==> config.mk <==
export PLATFORM = sky130hd
export DESIGN_NAME = pipe_stage_reg
export DESIGN_NICKNAME = d
export VERILOG_FILES = /design/src/rtl/types_pkg.sv /design/src/rtl/pipe_stage_reg.sv
export SDC_FILE = /design/constraint.sdc
export NUM_CORES = 1
export LEC_CHECK = 0
export ABC_AREA = 1
export ABC_CLOCK_PERIOD_IN_PS = 1700
export CORE_UTILIZATION = 50
export CTS_CLUSTER_SIZE = 20
export DETAILED_ROUTE_END_ITERATION = 12
export PLACE_DENSITY = 0.9
export REMOVE_ABC_BUFFERS = 1
export SLEW_MARGIN = 20
export SYNTH_ARGS = -nofsm -noshare
export SYNTH_HDL_FRONTEND = slang
export SYNTH_SLANG_ARGS = --single-unit
==> constraint.sdc <==
create_clock -name clk -period 1.7 [get_ports clk]
set_input_delay 0.34 -clock clk [delete_from_list [all_inputs] [get_ports clk]]
set_output_delay 0.34 -clock clk [all_outputs]
set_load 0.02 [all_outputs]
==> src/rtl/types_pkg.sv <==
// types_pkg: shared bus widths and pipeline-stage state encoding.
package types_pkg;

    localparam int DATA_BUS = 32;
    localparam int ADDR_BUS = 32;

    // Encoding doubles as the occupancy count.
    typedef enum logic [1:0] {
        EMPTY = 2'd0,
        ONE   = 2'd1,
        TWO   = 2'd2
    } pipe_state_e;

endpackage

==> src/rtl/pipe_stage_reg.sv <==
// pipe_stage_reg: two-entry skid-buffered pipeline register with flush and bubble counter.
// State is captured on the falling edge to line up with the existing pipeline registers.
module pipe_stage_reg
    import types_pkg::*;
#(
    parameter int DATA_W = 32,
    parameter int CTRL_W = 16,
    parameter int CNT_W  = 16
) (
    input  logic              clk,
    input  logic              rst,
    input  logic              flush_i,
    input  logic              in_valid_i,
    output logic              in_ready_o,
    input  logic [CTRL_W-1:0] in_ctrl_i,
    input  logic [DATA_W-1:0] in_data_i,
    output logic              out_valid_o,
    input  logic              out_ready_i,
    output logic [CTRL_W-1:0] out_ctrl_o,
    output logic [DATA_W-1:0] out_data_o,
    output logic [1:0]        occupancy_o,
    output logic [CNT_W-1:0]  bubble_cnt_o
);

    pipe_state_e       state_q, state_d;
    logic [CTRL_W-1:0] main_ctrl_q, main_ctrl_d, skid_ctrl_q, skid_ctrl_d;
    logic [DATA_W-1:0] main_data_q, main_data_d, skid_data_q, skid_data_d;
    logic [CNT_W-1:0]  bubble_q, bubble_d;
    logic              in_xfer, out_xfer;

    assign out_valid_o  = state_q != EMPTY;
    assign in_ready_o   = state_q != TWO;
    assign occupancy_o  = state_q;
    assign out_data_o   = main_data_q;
    assign out_ctrl_o   = out_valid_o ? main_ctrl_q : '0;
    assign bubble_cnt_o = bubble_q;
    assign in_xfer      = in_valid_i && in_ready_o && !flush_i;
    assign out_xfer     = out_valid_o && out_ready_i;

    always_comb begin
        state_d     = state_q;
        main_ctrl_d = main_ctrl_q;
        main_data_d = main_data_q;
        skid_ctrl_d = skid_ctrl_q;
        skid_data_d = skid_data_q;
        bubble_d    = (out_ready_i && !out_valid_o && bubble_q != '1) ? bubble_q + 1'b1 : bubble_q;
        if (flush_i) begin
            state_d     = EMPTY;
            main_ctrl_d = '0;
            skid_ctrl_d = '0;
        end else begin
            case (state_q)
                EMPTY: if (in_xfer) begin
                    main_ctrl_d = in_ctrl_i;
                    main_data_d = in_data_i;
                    state_d     = ONE;
                end
                ONE: if (in_xfer && out_xfer) begin
                    main_ctrl_d = in_ctrl_i;
                    main_data_d = in_data_i;
                end else if (in_xfer) begin
                    skid_ctrl_d = in_ctrl_i;
                    skid_data_d = in_data_i;
                    state_d     = TWO;
                end else if (out_xfer) begin
                    state_d     = EMPTY;
                end
                TWO: if (out_xfer) begin
                    main_ctrl_d = skid_ctrl_q;
                    main_data_d = skid_data_q;
                    state_d     = ONE;
                end
                default: state_d = EMPTY;
            endcase
        end
    end

    always_ff @(negedge clk) begin
        if (rst) begin
            state_q     <= EMPTY;
            main_ctrl_q <= '0;
            main_data_q <= '0;
            skid_ctrl_q <= '0;
            skid_data_q <= '0;
            bubble_q    <= '0;
        end else begin
            state_q     <= state_d;
            main_ctrl_q <= main_ctrl_d;
            main_data_q <= main_data_d;
            skid_ctrl_q <= skid_ctrl_d;
            skid_data_q <= skid_data_d;
            bubble_q    <= bubble_d;
        end
    end

endmodule

==> metrics.txt, run 1 <==
total of buffers placed on input and output ports 120; cell chosen for the clock root sky130_fd_sc_hd__clkbuf_8; TritonCTS buffer count 17; post-synthesis xor/xnor area fraction 1.17%; largest family of logic cells by synthesized area simple AND/OR/NAND/NOR gates; compound-cell area share of the yosys netlist 20.4%; post-synthesis instance area 5220 sq um; Post-Synthesis Cells 727; number of placed I/O pins 121; hpwl dp 9.53 mm; post-synthesis sequential element count 114; First Err [ERROR DPL-0038] Utilization greater than 100%, impossible to legalize; leading post-synthesis cells by instance count 140 x sky130_fd_sc_hd__nand2_1, 114 x sky130_fd_sc_hd__dfxtp_1, 92 x sky130_fd_sc_hd__o21ai_0, 78 x sky130_fd_sc_hd__a21oi_1, 70 x sky130_fd_sc_hd__nor2_1; largest cells by area after synthesis sky130_fd_sc_hd__dfxtp_1 44%, sky130_fd_sc_hd__nand2_1 10%, sky130_fd_sc_hd__o21ai_0 8.8%; H-tree depth reported by CTS 4; weighted congestion reported at the end of routability-driven placement 0.873; most frequent cell after synthesis sky130_fd_sc_hd__nand2_1; area after detailed placement 7040 sq um; cell row count 36; stage where the run ended 5_1_grt; syn_area_per_cell 7.19 sq um; Post-synth EDFFs 0; post-synth top area share 43.7%; largest net degree at the start of global routing 50; warnings from Yosys 0; status stopped before the end; starting density of the core 52.5%; flip-flop cell with the highest count after synthesis sky130_fd_sc_hd__dfxtp_1; Cell Count Post-Placement 1011; Seq/Total Area, Yosys 43.7%; share of synthesized area spent on multiplexers 0%; Die Width 104 um; number of clock sinks seen by CTS 114; number of distinct library cells after synthesis 29; CTS Hold Bufs 0; post-synthesis async set-or-reset flop share 0%; adder-cell area share of the yosys netlist 0.240%; simple logic cell fraction of the synthesized area 23.7%; biggest area consumer among synthesized cells sky130_fd_sc_hd__dfxtp_1; clock tree buffer depth 2; die extent in y 104 um
-- timing repair --
item / 4_1_cts
endpoints found under the setup margin: 182
gates cloned: 21
buffers inserted: 32
gates resized for setup: 681
pin swaps: 56
-- cell families after synthesis --
family,after synthesis
adder cells (fa/ha/maj),1
flip-flops,114
buffers and inverters,122
AO/OA/AOI/OAI,196
AND/OR/NAND/NOR,287
XOR/XNOR,7
-- stage by stage --
stage	hold WS, ns	worst slack [ns]	utilization (%)
CTS	0.440	-0.836	97.1
global placement	0.431	-0.987	70.7
detailed placement	0.436	-1.03	70.7
floorplan	0.426	-1.17	-
==> run 2: changes to the inputs <==
CORE_UTILIZATION = 40   (was 50)
CTS_CLUSTER_SIZE = unset   (was 20)
PLACE_DENSITY = unset   (was 0.9)
PLACE_DENSITY_LB_ADDON = 0.15   (was unset)
==> run 2 against run 1 <==
Compared with the run above: synthesized area unchanged; the flow now finishes, with violations (setup timing); synthesized cell count is the same.
==> metrics.txt, run 2 <==
status finished with violations; violated checks setup timing; Post-synth EDFFs 0 (unchanged); portion of total power attributed to combinational logic 11.8%; H-tree depth reported by CTS 4 (unchanged); start-to-end type of the worst setup path reg2out; commonest cells after routing, fill and taps aside 179 x sky130_fd_sc_hd__inv_1, 125 x sky130_fd_sc_hd__nand2_1, 90 x sky130_fd_sc_hd__buf_4, 75 x sky130_fd_sc_hd__buf_6, 64 x sky130_fd_sc_hd__dfxtp_1; register share of total power 32.2%; post-synthesis async set-or-reset flop share 0% (unchanged); Worst setup SP type flop; crit path launch occupancy_o[1]$_SDFFE_NP0P_; total length of routed wires 22.2 mm; total of buffers placed on input and output ports 120 (unchanged); setup-violating endpoint count in the final report 176; number of antenna violations at the first check in global routing 0; power after layout 0.00866 W; required time at the worst-slack endpoint 1.36 ns; TritonCTS buffer count 17 (unchanged); number of clock sinks seen by CTS 114 (unchanged); post-synthesis instance area 5220 sq um (unchanged); worst supply voltage drop on vdd 0.000846 V; FF/Latch Area 2340 sq um; total area of multi-input combinational cells 3190 sq um; met1 routed wirelength after detailed routing 8.35 mm; starting density of the core 41.2% (-11 points); Seq/Total Area, Yosys 43.7% (unchanged); Std-Cell Core Area 12700 sq um; Final Worst Setup Slack -0.833 ns; cell chosen for the clock root sky130_fd_sc_hd__clkbuf_16; endpoints failing hold 0; post-layout util 77.8%; Net Sw Frac 32.1%; first-iteration detailed-routing DRC count 662; area after detailed placement 6980 sq um (-0.84%); vias per inst 5.40; Power Dens Cells 878 nW/um^2; die area 13500 sq um; vias after detailed routing 6793; leading post-synthesis cells by instance count 140 x sky130_fd_sc_hd__nand2_1, 114 x sky130_fd_sc_hd__dfxtp_1, 92 x sky130_fd_sc_hd__o21ai_0, 78 x sky130_fd_sc_hd__a21oi_1, 70 x sky130_fd_sc_hd__nor2_1; hpwl dp 9.42 mm (-1.1%); crit path max fanout 8; flop2flop setup slack -0.39 ns; number of antenna diodes 0; largest clock skew in the final design 0.0385 ns; Die Width 116 um (+12%); critical path data arrival time 2.19 ns; weighted congestion reported at the end of routability-driven placement 0.820 (-6.1%); clock network fraction of design power 56.1%; flip-flop cell with the highest count after synthesis sky130_fd_sc_hd__dfxtp_1; later-pin clock latency in the skew report 0.48 ns; DRC violations left 0; layout cell share with drive strength beyond 1 43.1%; warnings from Yosys 0 (unchanged); type of destination of the critical path output port; tightest slew margin relative to the limit 71.6%; number of placed I/O pins 121 (unchanged); net switching power 0.00278 W; remaining global-route overflow 0; HP Class reg2reg; syn_area_per_cell 7.19 sq um (unchanged); area growth from synthesis to final layout 88.8%; Pins Over Slew Limit 0; post-route ant nets 0; number of fill cells in the layout 809; Slew @ Worst Pin 0.426 ns; largest cells by area after synthesis sky130_fd_sc_hd__dfxtp_1 44%, sky130_fd_sc_hd__nand2_1 10%, sky130_fd_sc_hd__o21ai_0 8.8%; global-route wire length before repair 29.3 mm; largest net degree at the start of global routing 87; max-cap viol count 0; Clk pin slew, worst setup/hold paths 0.04 ns; origin of the critical flop-to-flop path occupancy_o[0]$_SDFFE_NP0P_; biggest area consumer among synthesized cells sky130_fd_sc_hd__dfxtp_1; most frequent cell after synthesis sky130_fd_sc_hd__nand2_1; die extent in y 116 um (+12%); internal power contribution 0.00588 W; Post-Synthesis Cells 727 (unchanged); uppermost metal layer occupied by signal nets met4; number of distinct library cells after synthesis 29 (unchanged); met2 WL post-DR 11.2 mm; static power due to leakage 4.35 nW; net count reported at finish 1128; last element of the critical path out_ctrl_o[15]; TritonCTS clock tree built; RSZ-0062 raised after global routing yes; detailed-route wire length per cell 17.7 um; Overall Global Routing Usage 28.1%; total iterations of the first detailed-routing run 5; final std cell area, no fill 9860 sq um; leading cell type in the layout, fill and taps excluded sky130_fd_sc_hd__inv_1; post-synthesis sequential element count 114 (unchanged); destination of the worst register-to-register timing path out_data_o[14]$_SDFFE_NP0P_; Met3 Wirelength 1.80 mm; CTS Hold Bufs 0 (unchanged); cell row count 41 (+14%); clock tree buffer depth 2 (unchanged); post-synth top area share 43.7% (unchanged); Worst R2R Path Depth 11; number of global-route vias before repair 6517
run 2: cell counts after synthesis:
Identical to the previous run, type by type.
run 2: kinds of logic after synthesis:
logic type                 Yosys count  share of synthesized area (%)
and+or+nand+nor                    287                           23.7
adders and majority gates            1                          0.239
DFF                                114                           43.7
buffers and inverters              122                           10.8
AOI/OAI and AO/OA                  196                           20.4
xor gates and xnor gates             7                           1.17
run 2: how the worst min path moves through the flow:
stage	startpoint	to	slack, ns	cells past startpoint
2_1_floorplan	skid_ctrl_q[11]$_SDFFE_NP0P_	skid_ctrl_q[11]$_SDFFE_NP0P_	0.43	2
3_3_place_gp	skid_data_q[20]$_SDFFE_NP0P_	skid_data_q[20]$_SDFFE_NP0P_	0.43	2
3_5_place_dp	skid_data_q[25]$_SDFFE_NP0P_	skid_data_q[25]$_SDFFE_NP0P_	0.44	2
4_1_cts	skid_data_q[9]$_SDFFE_NP0P_	skid_data_q[9]$_SDFFE_NP0P_	0.45	2
5_1_grt	main_ctrl_q[7]$_SDFFE_NP0P_	main_ctrl_q[7]$_SDFFE_NP0P_	0.47	2
6_report	skid_data_q[1]$_SDFFE_NP0P_	skid_data_q[1]$_SDFFE_NP0P_	0.45	2
run 2: metrics by stage:
stage / instances / TNS [ns] / hold slack (ns) / setup WS, ns
floorplan: 679 / -99.90 / 0.426 / -1.17
global placement: 1047 / -139.58 / 0.431 / -0.985
detailed placement: 1047 / -145.16 / 0.437 / -1.08
CTS: 1229 / -53.52 / 0.449 / -0.782
global route: 1259 / -62.86 / 0.469 / -0.864
finish: 1259 / -57.11 / 0.455 / -0.833
run 2: power groups by stage:
stage          Sequential, W  Clock (W)  Combinational [W]
6_report             0.00279    0.00486            0.00102
5_1_grt              0.00278    0.00524            0.00107
4_1_cts              0.00279    0.00477           0.000807
3_5_place_dp         0.00281   0.000409           0.000678
3_3_place_gp         0.00281   0.000409           0.000664
2_1_floorplan        0.00285   0.000409           0.000234
run 2: critical path: stages (launching register included):
cell	delay, ns
sky130_fd_sc_hd__dfxtp_2	0.34
sky130_fd_sc_hd__nor2_4	0.17
sky130_fd_sc_hd__buf_6	0.16
sky130_fd_sc_hd__nor2_1	0.06
sky130_fd_sc_hd__buf_4	0.15
run 2: final cells by class:
type                            instances  share of cell area, %
Clock buffer                           17                   4.31
Clock inverter                        129                   5.98
Inverter                               73                   3.04
Multi-Input combinational cell        496                   32.4
Sequential cell                       114                   23.8
Tap cell                              172                   2.18
Timing Repair Buffer                  257                   28.3
Timing Repair inverter                  1                 0.0761
run 2: repair_timing:
action                     CTS  global route
setup endpoints to repair  182           182
pin swaps                   42            32
gates resized for setup    616           132
setup buffers               21            30
gates cloned                16             9
run 2: routing by layer:
metal / vias to the layer above / global-route usage, %
met5: - / 0
met4: 0 / 19.9
met3: 94 / 9.55
met2: 391 / 47.7
met1: 3223 / 29.2
li1: 3085 / -
Power figures use the tool's default switching activity.
